$ cat src/rtl/c_ram_arbiter_pkg.sv
// c_ram_arbiter shared types: FSM states, latency bounds
// and the alignment helper used at grant time.
package c_ram_arb_pkg;

  typedef enum logic [1:0] {
    IDLE,
    ISSUE,
    WAIT,
    DONE
  } state_e;

  localparam int STATE_W    = 2;
  localparam int RD_LAT_MIN = 1;
  localparam int RD_LAT_MAX = 4;
  localparam int CNT_W      = 2;

  function automatic logic misaligned(input logic [1:0] lo);
    return lo != 2'b00;
  endfunction

endpackage

$ cat src/rtl/c_ram_arbiter_if.sv
// Requester and RAM-side bus of the data RAM arbiter.
// slave = arbiter view, master = requester/RAM view.
interface c_ram_arbiter_if #(
  parameter int N_REQ = 3,
  parameter int AW    = 8
);
  localparam int GW = $clog2(N_REQ);

  logic [N_REQ-1:0]    iREQ;
  logic [N_REQ-1:0]    iWR;
  logic [32*N_REQ-1:0] iADDR;
  logic [32*N_REQ-1:0] iWDATA;
  logic [N_REQ-1:0]    oACK;
  logic                oERR;
  logic [31:0]         oRDATA;
  logic [GW-1:0]       oGNT_ID;
  logic                oRAM_CE;
  logic                oRAM_RD;
  logic                oRAM_WR;
  logic [AW-1:0]       oRAM_ADDR;
  logic [31:0]         oRAM_DATA;
  logic [31:0]         iRAM_DATA;

  modport slave (
    input  iREQ, iWR, iADDR, iWDATA, iRAM_DATA,
    output oACK, oERR, oRDATA, oGNT_ID,
    output oRAM_CE, oRAM_RD, oRAM_WR,
    output oRAM_ADDR, oRAM_DATA
  );

  modport master (
    output iREQ, iWR, iADDR, iWDATA, iRAM_DATA,
    input  oACK, oERR, oRDATA, oGNT_ID,
    input  oRAM_CE, oRAM_RD, oRAM_WR,
    input  oRAM_ADDR, oRAM_DATA
  );

endinterface

$ cat src/rtl/c_ram_arbiter_rr_pick.sv
// Combinational round-robin selector: first eligible
// requester after the pointer, wrapping modulo N.
module rr_pick #(
  parameter int N = 3,
  parameter int W = 2
) (
  input  logic [N-1:0] req_i,
  input  logic [N-1:0] mask_i,
  input  logic [W-1:0] ptr_i,
  output logic         vld_o,
  output logic [W-1:0] idx_o
);
  localparam int SW = W + 1;

  logic [N-1:0]  elig;
  logic [SW-1:0] s;

  assign elig = req_i & ~mask_i;

  // Scan lowest priority first so the nearest hit wins.
  always_comb begin
    vld_o = 1'b0;
    idx_o = '0;
    s     = '0;
    for (int k = N; k >= 1; k--) begin
      s = {1'b0, ptr_i} + SW'(k);
      if (s >= SW'(N)) s = s - SW'(N);
      if (elig[s[W-1:0]]) begin
        vld_o = 1'b1;
        idx_o = s[W-1:0];
      end
    end
  end

endmodule

$ cat src/rtl/c_ram_arbiter.sv
// Shares the single-port data RAM between the RV32C
// load/store units and the loader port, round-robin.
module c_ram_arbiter
  import c_ram_arb_pkg::*;
#(
  parameter int N_REQ  = 3,
  parameter int RD_LAT = 1,
  parameter int AW     = 8
) (
  input logic           iCLK,
  input logic           iRST_N,
  c_ram_arbiter_if.slave bus
);
  localparam int GW = $clog2(N_REQ);

  state_e state_q, state_d;

  logic [GW-1:0]    ptr_q, ptr_d;
  logic [GW-1:0]    gnt_q, gnt_d;
  logic             wr_q, wr_d;
  logic [CNT_W-1:0] cnt_q, cnt_d;
  logic [N_REQ-1:0] ack_q, ack_d;
  logic             err_q, err_d;
  logic [31:0]      rdata_q, rdata_d;
  logic             ce_q, ce_d;
  logic             rd_q, rd_d;
  logic             rw_q, rw_d;
  logic [AW-1:0]    addr_q, addr_d;
  logic [31:0]      wdata_q, wdata_d;

  logic [N_REQ-1:0] mask;
  logic             pick_vld;
  logic [GW-1:0]    pick_idx;
  logic [AW+1:0]    sel_addr;
  logic [31:0]      sel_wdata;
  logic             sel_wr;

  always_comb begin
    mask = '0;
    if (state_q == DONE) mask[gnt_q] = 1'b1;
  end

  rr_pick #(
    .N (N_REQ),
    .W (GW)
  ) u_pick (
    .req_i  (bus.iREQ),
    .mask_i (mask),
    .ptr_i  (ptr_q),
    .vld_o  (pick_vld),
    .idx_o  (pick_idx)
  );

  always_comb begin
    sel_addr  = '0;
    sel_wdata = '0;
    sel_wr    = 1'b0;
    for (int i = 0; i < N_REQ; i++) begin
      if (pick_idx == GW'(i)) begin
        sel_addr  = bus.iADDR[32*i +: AW+2];
        sel_wdata = bus.iWDATA[32*i +: 32];
        sel_wr    = bus.iWR[i];
      end
    end
  end

  always_comb begin
    state_d = state_q;
    ptr_d   = ptr_q;
    gnt_d   = gnt_q;
    wr_d    = wr_q;
    cnt_d   = cnt_q;
    addr_d  = addr_q;
    wdata_d = wdata_q;
    rdata_d = rdata_q;
    ack_d   = '0;
    err_d   = 1'b0;
    ce_d    = 1'b0;
    rd_d    = 1'b0;
    rw_d    = 1'b0;

    unique case (state_q)
      IDLE: ;
      ISSUE: begin
        if (wr_q) begin
          state_d      = DONE;
          ack_d[gnt_q] = 1'b1;
        end else begin
          state_d = WAIT;
          cnt_d   = CNT_W'(RD_LAT - 1);
        end
      end
      WAIT: begin
        if (cnt_q == '0) begin
          rdata_d      = bus.iRAM_DATA;
          state_d      = DONE;
          ack_d[gnt_q] = 1'b1;
        end else begin
          cnt_d = cnt_q - 1'b1;
        end
      end
      DONE: state_d = IDLE;
      default: state_d = IDLE;
    endcase

    // Grant from IDLE, or chain straight out of DONE.
    if ((state_q == IDLE || state_q == DONE) && pick_vld) begin
      gnt_d   = pick_idx;
      ptr_d   = pick_idx;
      wr_d    = sel_wr;
      addr_d  = sel_addr[AW+1:2];
      wdata_d = sel_wdata;
      if (misaligned(sel_addr[1:0])) begin
        state_d         = DONE;
        ack_d[pick_idx] = 1'b1;
        err_d           = 1'b1;
      end else begin
        state_d = ISSUE;
        ce_d    = 1'b1;
        rd_d    = ~sel_wr;
        rw_d    = sel_wr;
      end
    end
  end

  always_ff @(posedge iCLK or negedge iRST_N) begin
    if (!iRST_N) begin
      state_q <= IDLE;
      ptr_q   <= GW'(N_REQ - 1);
      gnt_q   <= '0;
      wr_q    <= 1'b0;
      cnt_q   <= '0;
      ack_q   <= '0;
      err_q   <= 1'b0;
      rdata_q <= '0;
      ce_q    <= 1'b0;
      rd_q    <= 1'b0;
      rw_q    <= 1'b0;
      addr_q  <= '0;
      wdata_q <= '0;
    end else begin
      state_q <= state_d;
      ptr_q   <= ptr_d;
      gnt_q   <= gnt_d;
      wr_q    <= wr_d;
      cnt_q   <= cnt_d;
      ack_q   <= ack_d;
      err_q   <= err_d;
      rdata_q <= rdata_d;
      ce_q    <= ce_d;
      rd_q    <= rd_d;
      rw_q    <= rw_d;
      addr_q  <= addr_d;
      wdata_q <= wdata_d;
    end
  end

  assign bus.oACK      = ack_q;
  assign bus.oERR      = err_q;
  assign bus.oRDATA    = rdata_q;
  assign bus.oGNT_ID   = gnt_q;
  assign bus.oRAM_CE   = ce_q;
  assign bus.oRAM_RD   = rd_q;
  assign bus.oRAM_WR   = rw_q;
  assign bus.oRAM_ADDR = addr_q;
  assign bus.oRAM_DATA = wdata_q;

endmodule

$ cat src/flat_wrapper.sv
// flat-port wrapper written by rule: the top's interface ports become plain ports
module c_ram_arbiter_flat import c_ram_arb_pkg::*;
#(
  parameter int N_REQ  = 3,
  parameter int RD_LAT = 1,
  parameter int AW     = 8
)
  (iCLK, iRST_N, bus_iREQ, bus_iWR, bus_iADDR, bus_iWDATA, bus_iRAM_DATA, bus_oACK, bus_oERR, bus_oRDATA, bus_oGNT_ID, bus_oRAM_CE, bus_oRAM_RD, bus_oRAM_WR, bus_oRAM_ADDR, bus_oRAM_DATA);
  c_ram_arbiter_if #(.N_REQ(N_REQ), .AW(AW)) bus_i ();
  input logic iCLK;
  input logic iRST_N;
  input wire logic [$bits(bus_i.iREQ)-1:0] bus_iREQ;
  input wire logic [$bits(bus_i.iWR)-1:0] bus_iWR;
  input wire logic [$bits(bus_i.iADDR)-1:0] bus_iADDR;
  input wire logic [$bits(bus_i.iWDATA)-1:0] bus_iWDATA;
  input wire logic [$bits(bus_i.iRAM_DATA)-1:0] bus_iRAM_DATA;
  output wire logic [$bits(bus_i.oACK)-1:0] bus_oACK;
  output wire logic [$bits(bus_i.oERR)-1:0] bus_oERR;
  output wire logic [$bits(bus_i.oRDATA)-1:0] bus_oRDATA;
  output wire logic [$bits(bus_i.oGNT_ID)-1:0] bus_oGNT_ID;
  output wire logic [$bits(bus_i.oRAM_CE)-1:0] bus_oRAM_CE;
  output wire logic [$bits(bus_i.oRAM_RD)-1:0] bus_oRAM_RD;
  output wire logic [$bits(bus_i.oRAM_WR)-1:0] bus_oRAM_WR;
  output wire logic [$bits(bus_i.oRAM_ADDR)-1:0] bus_oRAM_ADDR;
  output wire logic [$bits(bus_i.oRAM_DATA)-1:0] bus_oRAM_DATA;
  assign bus_i.iREQ = bus_iREQ;
  assign bus_i.iWR = bus_iWR;
  assign bus_i.iADDR = bus_iADDR;
  assign bus_i.iWDATA = bus_iWDATA;
  assign bus_i.iRAM_DATA = bus_iRAM_DATA;
  assign bus_oACK = bus_i.oACK;
  assign bus_oERR = bus_i.oERR;
  assign bus_oRDATA = bus_i.oRDATA;
  assign bus_oGNT_ID = bus_i.oGNT_ID;
  assign bus_oRAM_CE = bus_i.oRAM_CE;
  assign bus_oRAM_RD = bus_i.oRAM_RD;
  assign bus_oRAM_WR = bus_i.oRAM_WR;
  assign bus_oRAM_ADDR = bus_i.oRAM_ADDR;
  assign bus_oRAM_DATA = bus_i.oRAM_DATA;
  c_ram_arbiter #(.N_REQ(N_REQ), .RD_LAT(RD_LAT), .AW(AW)) u_core (.iCLK(iCLK), .iRST_N(iRST_N), .bus(bus_i));
endmodule
$ cat config.mk
export PLATFORM = sky130hd
export DESIGN_NAME = c_ram_arbiter_flat
export DESIGN_NICKNAME = d
export VERILOG_FILES = /design/src/rtl/c_ram_arbiter_pkg.sv /design/src/rtl/c_ram_arbiter_if.sv /design/src/rtl/c_ram_arbiter_rr_pick.sv /design/src/rtl/c_ram_arbiter.sv /design/src/flat_wrapper.sv
export SDC_FILE = /design/constraint.sdc
export NUM_CORES = 1
export LEC_CHECK = 0
export CAP_MARGIN = 20
export CELL_PAD_IN_SITES_DETAIL_PLACEMENT = 1
export CELL_PAD_IN_SITES_GLOBAL_PLACEMENT = 1
export CORE_MARGIN = 2
export CORE_UTILIZATION = 25
export CTS_CLUSTER_DIAMETER = 120
export DETAILED_ROUTE_END_ITERATION = 10
export PLACE_DENSITY = 0.91
export SLEW_MARGIN = 20
export SYNTH_ARGS = -nofsm -noshare
export SYNTH_HDL_FRONTEND = slang
export SYNTH_SLANG_ARGS = --single-unit
$ cat constraint.sdc
create_clock -name iCLK -period 3.2 [get_ports iCLK]
set_clock_uncertainty 0.1 [all_clocks]
set_input_delay 0.32 -clock iCLK [delete_from_list [all_inputs] [get_ports iCLK]]
set_output_delay 0.32 -clock iCLK [all_outputs]
set_load 0.03 [all_outputs]
Word-level counts from Yosys, hierarchy flattened
Cells that the tools add are included.
Word-level totals
  register bits after elaboration: 88
  logic and storage cells: 105
  bits of input ports: 232
Operators by class
  eq/ne operators: 8
  reduce and logical (&&, ||, !) cells: 13
  muxes and demuxes: 50
  $add $sub $neg: 7
  bitwise gates (word level): 4
  magnitude comparators: 10
Operators by type and width (count)
  two-way mux 32 bit: 3
  two-way mux 10 bit: 3
  two-way mux 2 bit: 11
  two-way mux 1 bit: 20
  less-than comparator 2 x 3 -> 1 bit (second input constant): 5
  two-way mux 3 bit: 5
  >= comparator 3 x 2 -> 1 bit (second input constant): 3
  adder 2 x 2 -> 3 bit (second input constant): 2
  binary-select mux 1 bit (select 2 bit): 3
  == test 2 bit (second input constant): 3
  zero test 2 bit: 3
  one-hot mux 2 bit (3 select lines): 1
  one-hot mux 3 bit (2 select lines): 1
  subtractor 2 bit (second input constant): 3
  demux 1 bit (select 2 bit): 2
  == test 2 x 1 -> 1 bit (second input constant): 2
  >= comparator 2 x 1 -> 1 bit (second input constant): 2
  != test 2 bit (second input constant): 2
  one-hot mux 2 bit (2 select lines): 1
  AND reduction 2 bit: 2
  nonzero test 2 bit: 2
  nonzero test 4 bit: 1
  adder 2 x 1 -> 3 bit (second input constant): 1
  AND 3 bit: 1
  8 further kinds: 10

Depth between registers and ports, before layout
  depth in word-level cells: 19
  gate-level depth with buffers: 12

By module
Synthesis repeated with hierarchy kept, for this count alone.
Second synthesis, totals
  cells, all modules: 439
  area, all modules: 4431.8 µm²
Modules (own cells, without submodules)
  c_ram_arbiter: sequential area each 2178.3 µm², area an instance 4247.8 µm², times used 1, cells an instance 413
  rr_pick: sequential area each 0.0 µm², area an instance 183.9 µm², times used 1, cells an instance 26

Least setup slack after synthesis
OpenSTA, ideal clock, no wires.
  path kind: register -> register
  start point: reg u_core.gnt_q[0] (netlist: u_core.bus.oGNT_ID[0])
  end point: reg u_core.wr_q
  path slack: 0.459 ns
  period minus slack after synthesis: 2.741 ns
  path buffers: 4
  setup time: 0.125 ns
  arrival: 2.516 ns
  cell stages (with the launch flop): 13
  cell sequence: dfrtp_1 -> buf_6 -> inv_1 -> ha_1 -> buf_2 -> mux2_2 -> o211a_1 -> a211o_1 -> clkbuf_1 -> buf_2 -> nor2_1 -> a21oi_1 -> mux2_2
On the way
  word-level cells in the longest chain between the ends: 16
Ends and longest elaborated chain
  start: declaration: RTL line c_ram_arbiter.sv:19  | logic [GW-1:0] gnt_q, gnt_d;
  start signal: assignment: RTL line c_ram_arbiter.sv:144  | gnt_q <= gnt_d;
  less-than comparator 2 x 3 -> 1 bit (implied by the code) / >= comparator 2 x 1 -> 1 bit (equally long branches): RTL line c_ram_arbiter.sv:40  | if (state_q == DONE) mask[gnt_q] = 1'b1;
  logical AND 1 bit (implied by the code): RTL line c_ram_arbiter.sv:40
  two-way mux 1 bit (implied by the code): RTL line c_ram_arbiter.sv:40
  demux 1 bit (select 2 bit) (*)
  two-way mux 3 bit (*): RTL line c_ram_arbiter.sv:40
  NOT 3 bit (*): RTL line c_ram_arbiter_rr_pick.sv:18  | assign elig = req_i & ~mask_i;
  AND 3 bit (*): RTL line c_ram_arbiter_rr_pick.sv:18
  binary-select mux 1 bit (select 2 bit): RTL line c_ram_arbiter_rr_pick.sv:28  | if (elig[s[W-1:0]]) begin
  two-way mux 1 bit (implied by the code): RTL line c_ram_arbiter_rr_pick.sv:28
  two-way mux 2 bit (3 in a row): RTL line c_ram_arbiter_rr_pick.sv:28
  zero test 2 bit: RTL line c_ram_arbiter.sv:59  | if (pick_idx == GW'(i)) begin
  two-way mux 1 bit (3 in a row): RTL line c_ram_arbiter.sv:59
  end signal: assignment: RTL line c_ram_arbiter.sv:145  | wr_q <= wr_d;
  end: declaration: RTL line c_ram_arbiter.sv:20  | logic wr_q, wr_d;
Mark *: on every way between the ends. The rest lies on a longest branch, timed or not. The select of a mux whose other input is x is not followed.
A chain may end at the register's enable or synchronous reset.

Worst setup path after layout
  start point: reg u_core.ptr_q[1]
  end point: reg u_core.wr_q
On the way
  word-level cells in the longest chain between the ends: 12
Ends and longest elaborated chain
  start: declaration: RTL line c_ram_arbiter.sv:18  | logic [GW-1:0] ptr_q, ptr_d;
  start signal: assignment: RTL line c_ram_arbiter.sv:129  | ptr_q <= GW'(N_REQ - 1);
  start signal: assignment: RTL line c_ram_arbiter.sv:143  | ptr_q <= ptr_d;
  adder 2 x 2 -> 3 bit: RTL line c_ram_arbiter_rr_pick.sv:26  | s = {1'b0, ptr_i} + SW'(k);
  >= comparator 3 x 2 -> 1 bit / subtractor 2 bit (equally long branches): RTL line c_ram_arbiter_rr_pick.sv:27  | if (s >= SW'(N)) s = s - SW'(N);
  two-way mux 2 bit: RTL line c_ram_arbiter_rr_pick.sv:27
  binary-select mux 1 bit (select 2 bit): RTL line c_ram_arbiter_rr_pick.sv:28
  two-way mux 1 bit (implied by the code): RTL line c_ram_arbiter_rr_pick.sv:28
  two-way mux 2 bit (3 in a row): RTL line c_ram_arbiter_rr_pick.sv:28
  zero test 2 bit: RTL line c_ram_arbiter.sv:59
  two-way mux 1 bit (3 in a row): RTL line c_ram_arbiter.sv:59
Parallel ways exist; a longest one is shown, timed or not. The select of a mux whose other input is x is not followed.

==> results.yml <==
synthesis:
  synth_compound_area_frac: 0.188
  synth_fa_ha_area_frac: 0.0251
  syn_inst: 426
  synth_seq_area_share: 0.486
  yosys.area_share.simple: 0.109
  synth-edff-count: 0
  synthMuxAreaShare: 0.148
  ys_warn_count: 0
  syn_area_um2: 4480
  synth_xor_area_frac: 0.00195
  ys_ff_latch: 87
  synth-main-ff-cell: "dfrtp_1"
  async_reset_ff_frac: 1.00
  synth.distinct_cells: 44
  syn-num-nets: 667
  synth_top_family_by_area: "compound AO/OA/AOI/OAI gates"
  syn_avg_cell_area_um2: 10.5
layout:
  antennaDiodeCount: 0
  postLayoutCellArea_um2: 7580
  areaGrowthSynthToFinish_pct: 69.2
  drive_above_1_share: 0.110
  layout.nets: 911
  fillers: 1905
die:
  fp.dieArea_um2: 19000
  pin_count: 313
  rows: 48
  core-area_um2: 17400
  fp.dieW_um: 138
  die_y_um: 138
  initial_core_util: 0.257
routing:
  viasPerCell: 4.69
  routed-wl-met2_um: 7630
  highest_layer: "met4"
  routed-via-count: 4219
  postRouteAntennaNets: 0
  met1_length_um: 5740
  drc: 0
  wl_per_cell_um: 17.0
  dr_wl_met3_um: 1720
  drtIter0Drc: 117
  wl_um: 15300
  firstDrtPassIters: 4
worst_setup_path:
  crit_path_end: "u_core.wr_q"
  worstPathCellList: "inv_1, ha_1, nand2_1, nor3_1, or4_2, buf_4, mux2i_1, a21oi_1, buf_4, mux2_2"
  ff2ff_path_depth: 10
  worstPathRequired_ps: 3320
  critPathKind: "register to register"
  worstSetupStartpoint: "u_core.ptr_q[1]"
  start_kind: "register"
  worstPathArrival_ps: 3150
  r2r_slack_ps: 170
  cp_slowest_cell: "or4_2"
  cpPeakStageDelay_ps: 690
  cp-end-kind: "register"
  crit_path_max_fanout: 15
  reg2reg_to: "u_core.wr_q"
  r2r_start: "u_core.ptr_q[1]"
  critPathMostFrequentCell: "buf_4"
global_route:
  grtUsageTotal: 0.159
  grt_max_degree: 54
  grt_pass1_wl_um: 23200
  antenna_found_initial: 0
  globalRouteOverflowTotal: 0
  grt_pass1_vias: 4420
power_and_ir_drop:
  p_sw_mw: 3.82
  power.density_nw_per_um2: 1140
  total_power_mw: 8.67
  intPower_mw: 4.85
  seqPwrFrac: 0.230
  comb_power_share: 0.636
  swShare: 0.440
  ir_drop_mv: 0.535
  clkPwrFrac: 0.134
  power_leakage_nw: 3.40
clock_tree:
  clock-sinks: 87
  post_cts_resize_count: 0
  cts_root_buf: "clkbuf_16"
  cts_tree: "done"
  cts_buffer_depth: 2
  postCtsHoldBufs: 1
  clock_latency_ps: 330
  postCtsSetupRepairBufs: 0
  path_clk_slew_ps: 70
  cts_buffers: 9
  h-tree-depth: 3
timing:
  setup_tns_ps: 0
  worst_pin_slew_ps: 596
  period_needed_ps: 3030
  hold_violations: 0
  slew_violations: 0
  fmax_ghz: 0.330
  setup_viol: 0
  grt_setup_unrepaired: "no"
  finalCritPeriodShare: 0.948
  relSlewSlack: 0.603
placement:
  dpl.hpwl_um: 12200
  gp_congestion: 0.838
  dpl_cell_area_um2: 7240
  io_buffers: 246
job:
  drv_cap: 0
run_status:
  status: "finished clean"
worst_hold_path:
  worstHoldStart: "u_core.bus.oRAM_ADDR[5]"
  holdCritPathClass: "register to register"
[layout by cell type, fill, tap and decap left out, types with 5 or more instances in the layout]
| cell type | n |
|---|---|
| clkdlybuf4s50_1 | 245 |
| dfrtp_1 | 86 |
| nor2_1 | 52 |
| a21o_1 | 41 |
| nand2_1 | 37 |
| mux2_2 | 34 |
| mux2i_1 | 28 |
| a211oi_1 | 27 |
| buf_4 | 17 |
| a311oi_1 | 13 |
| o21ai_0 | 10 |
| inv_1 | 9 |
| ha_1 | 9 |
| clkbuf_16 | 9 |
| nand2b_1 | 5 |
[registers in the layout, summed over array words and instances (netlist names)]
name,count
u_core.bus.oRAM_DATA,32
u_core.bus.oRDATA,32
u_core.bus.oRAM_ADDR,8
u_core.bus.oACK,3
u_core.bus.oGNT_ID,2
u_core.cnt_q,2
u_core.state_q,2
u_core.bus.oERR,1
u_core.bus.oRAM_CE,1
u_core.bus.oRAM_RD,1
u_core.bus.oRAM_WR,1
u_core.ptr_q,1
u_core.wr_q,1
[synth_stat cells, drive strengths merged (3+ instances only)]
cell | instances | area [um^2]
nand2b | 5 | 31.3
nand3 | 3 | 15.0
dfrtp | 86 | 2150
nor2 | 52 | 195
a31oi | 3 | 18.8
buf | 19 | 105
a211oi | 28 | 215
clkbuf | 13 | 48.8
nor2b | 3 | 18.8
mux2 | 34 | 383
a21oi | 3 | 15.0
inv | 9 | 33.8
nand2 | 37 | 139
a311oi | 13 | 114
mux2i | 28 | 280
o21ai | 12 | 60.1
ha | 9 | 113
nor3b | 3 | 22.5
a21o | 41 | 308
[through the flow]
stage	hold WS, ps	std cells	setup slack [ps]	util
6_report	374	900	167	0.435
5_1_grt	389	900	5.63	0.435
4_1_cts	380	900	156	0.435
3_5_place_dp	278	883	173	0.416
3_3_place_gp	274	883	218	0.416
2_1_floorplan	-75.6	426	459	-
[kinds of logic after synthesis]
family,count (synthesis)
flops,87
fa+ha+maj,9
buf+inv,41
xor+xnor,1
mux,62
compound gates,113
simple gates,113
[final cells by class]
type,count,area (um^2),share of cell area
Tap cell,225,282,0.0371
Clock buffer,10,239,0.0315
Clock inverter,6,90.1,0.0119
Timing Repair Buffer,265,2630,0.347
Inverter,9,33.8,0.00446
Multi-Input combinational cell,298,2130,0.281
Sequential cell,87,2180,0.287
[how the worst min path moves through the flow]
stage	to	cells past startpoint
6_report	u_core.bus.oRAM_ADDR[5]	1
5_1_grt	u_core.bus.oRAM_ADDR[5]	1
3_3_place_gp	u_core.bus.oRDATA[31]	1
3_5_place_dp	u_core.bus.oRDATA[17]	1
2_1_floorplan	u_core.bus.oACK[0]	0
4_1_cts	u_core.bus.oRAM_ADDR[5]	1
[power by group through the flow]
| stage | Sequential (mW) | Clock (mW) | Combinational, mW |
|---|---|---|---|
| floorplan | 2.97 | 0 | 2.51 |
| global placement | 1.97 | 0 | 5.43 |
| detailed placement | 2.03 | 0 | 5.59 |
| CTS | 2.01 | 1.21 | 5.60 |
| global route | 2.07 | 1.24 | 6.00 |
| finish | 1.99 | 1.17 | 5.51 |
[layer usage]
layer	global-route usage	vias to the layer above
met2	0.280	197
met4	0.0573	0
met5	0	-
met3	0.0636	18
li1	-	2014
met1	0.173	1990
[worst max-delay path: cells and delay by family (launching register included)]
family,cells,cell delay [ps]
muxes,2,420
DFF,1,530
and+or+nand+nor,3,890
adders and majority gates,1,400
AOI/OAI and AO/OA,1,90
buffers and inverters,3,470
Note: power is estimated with default switching activity, not from simulation.
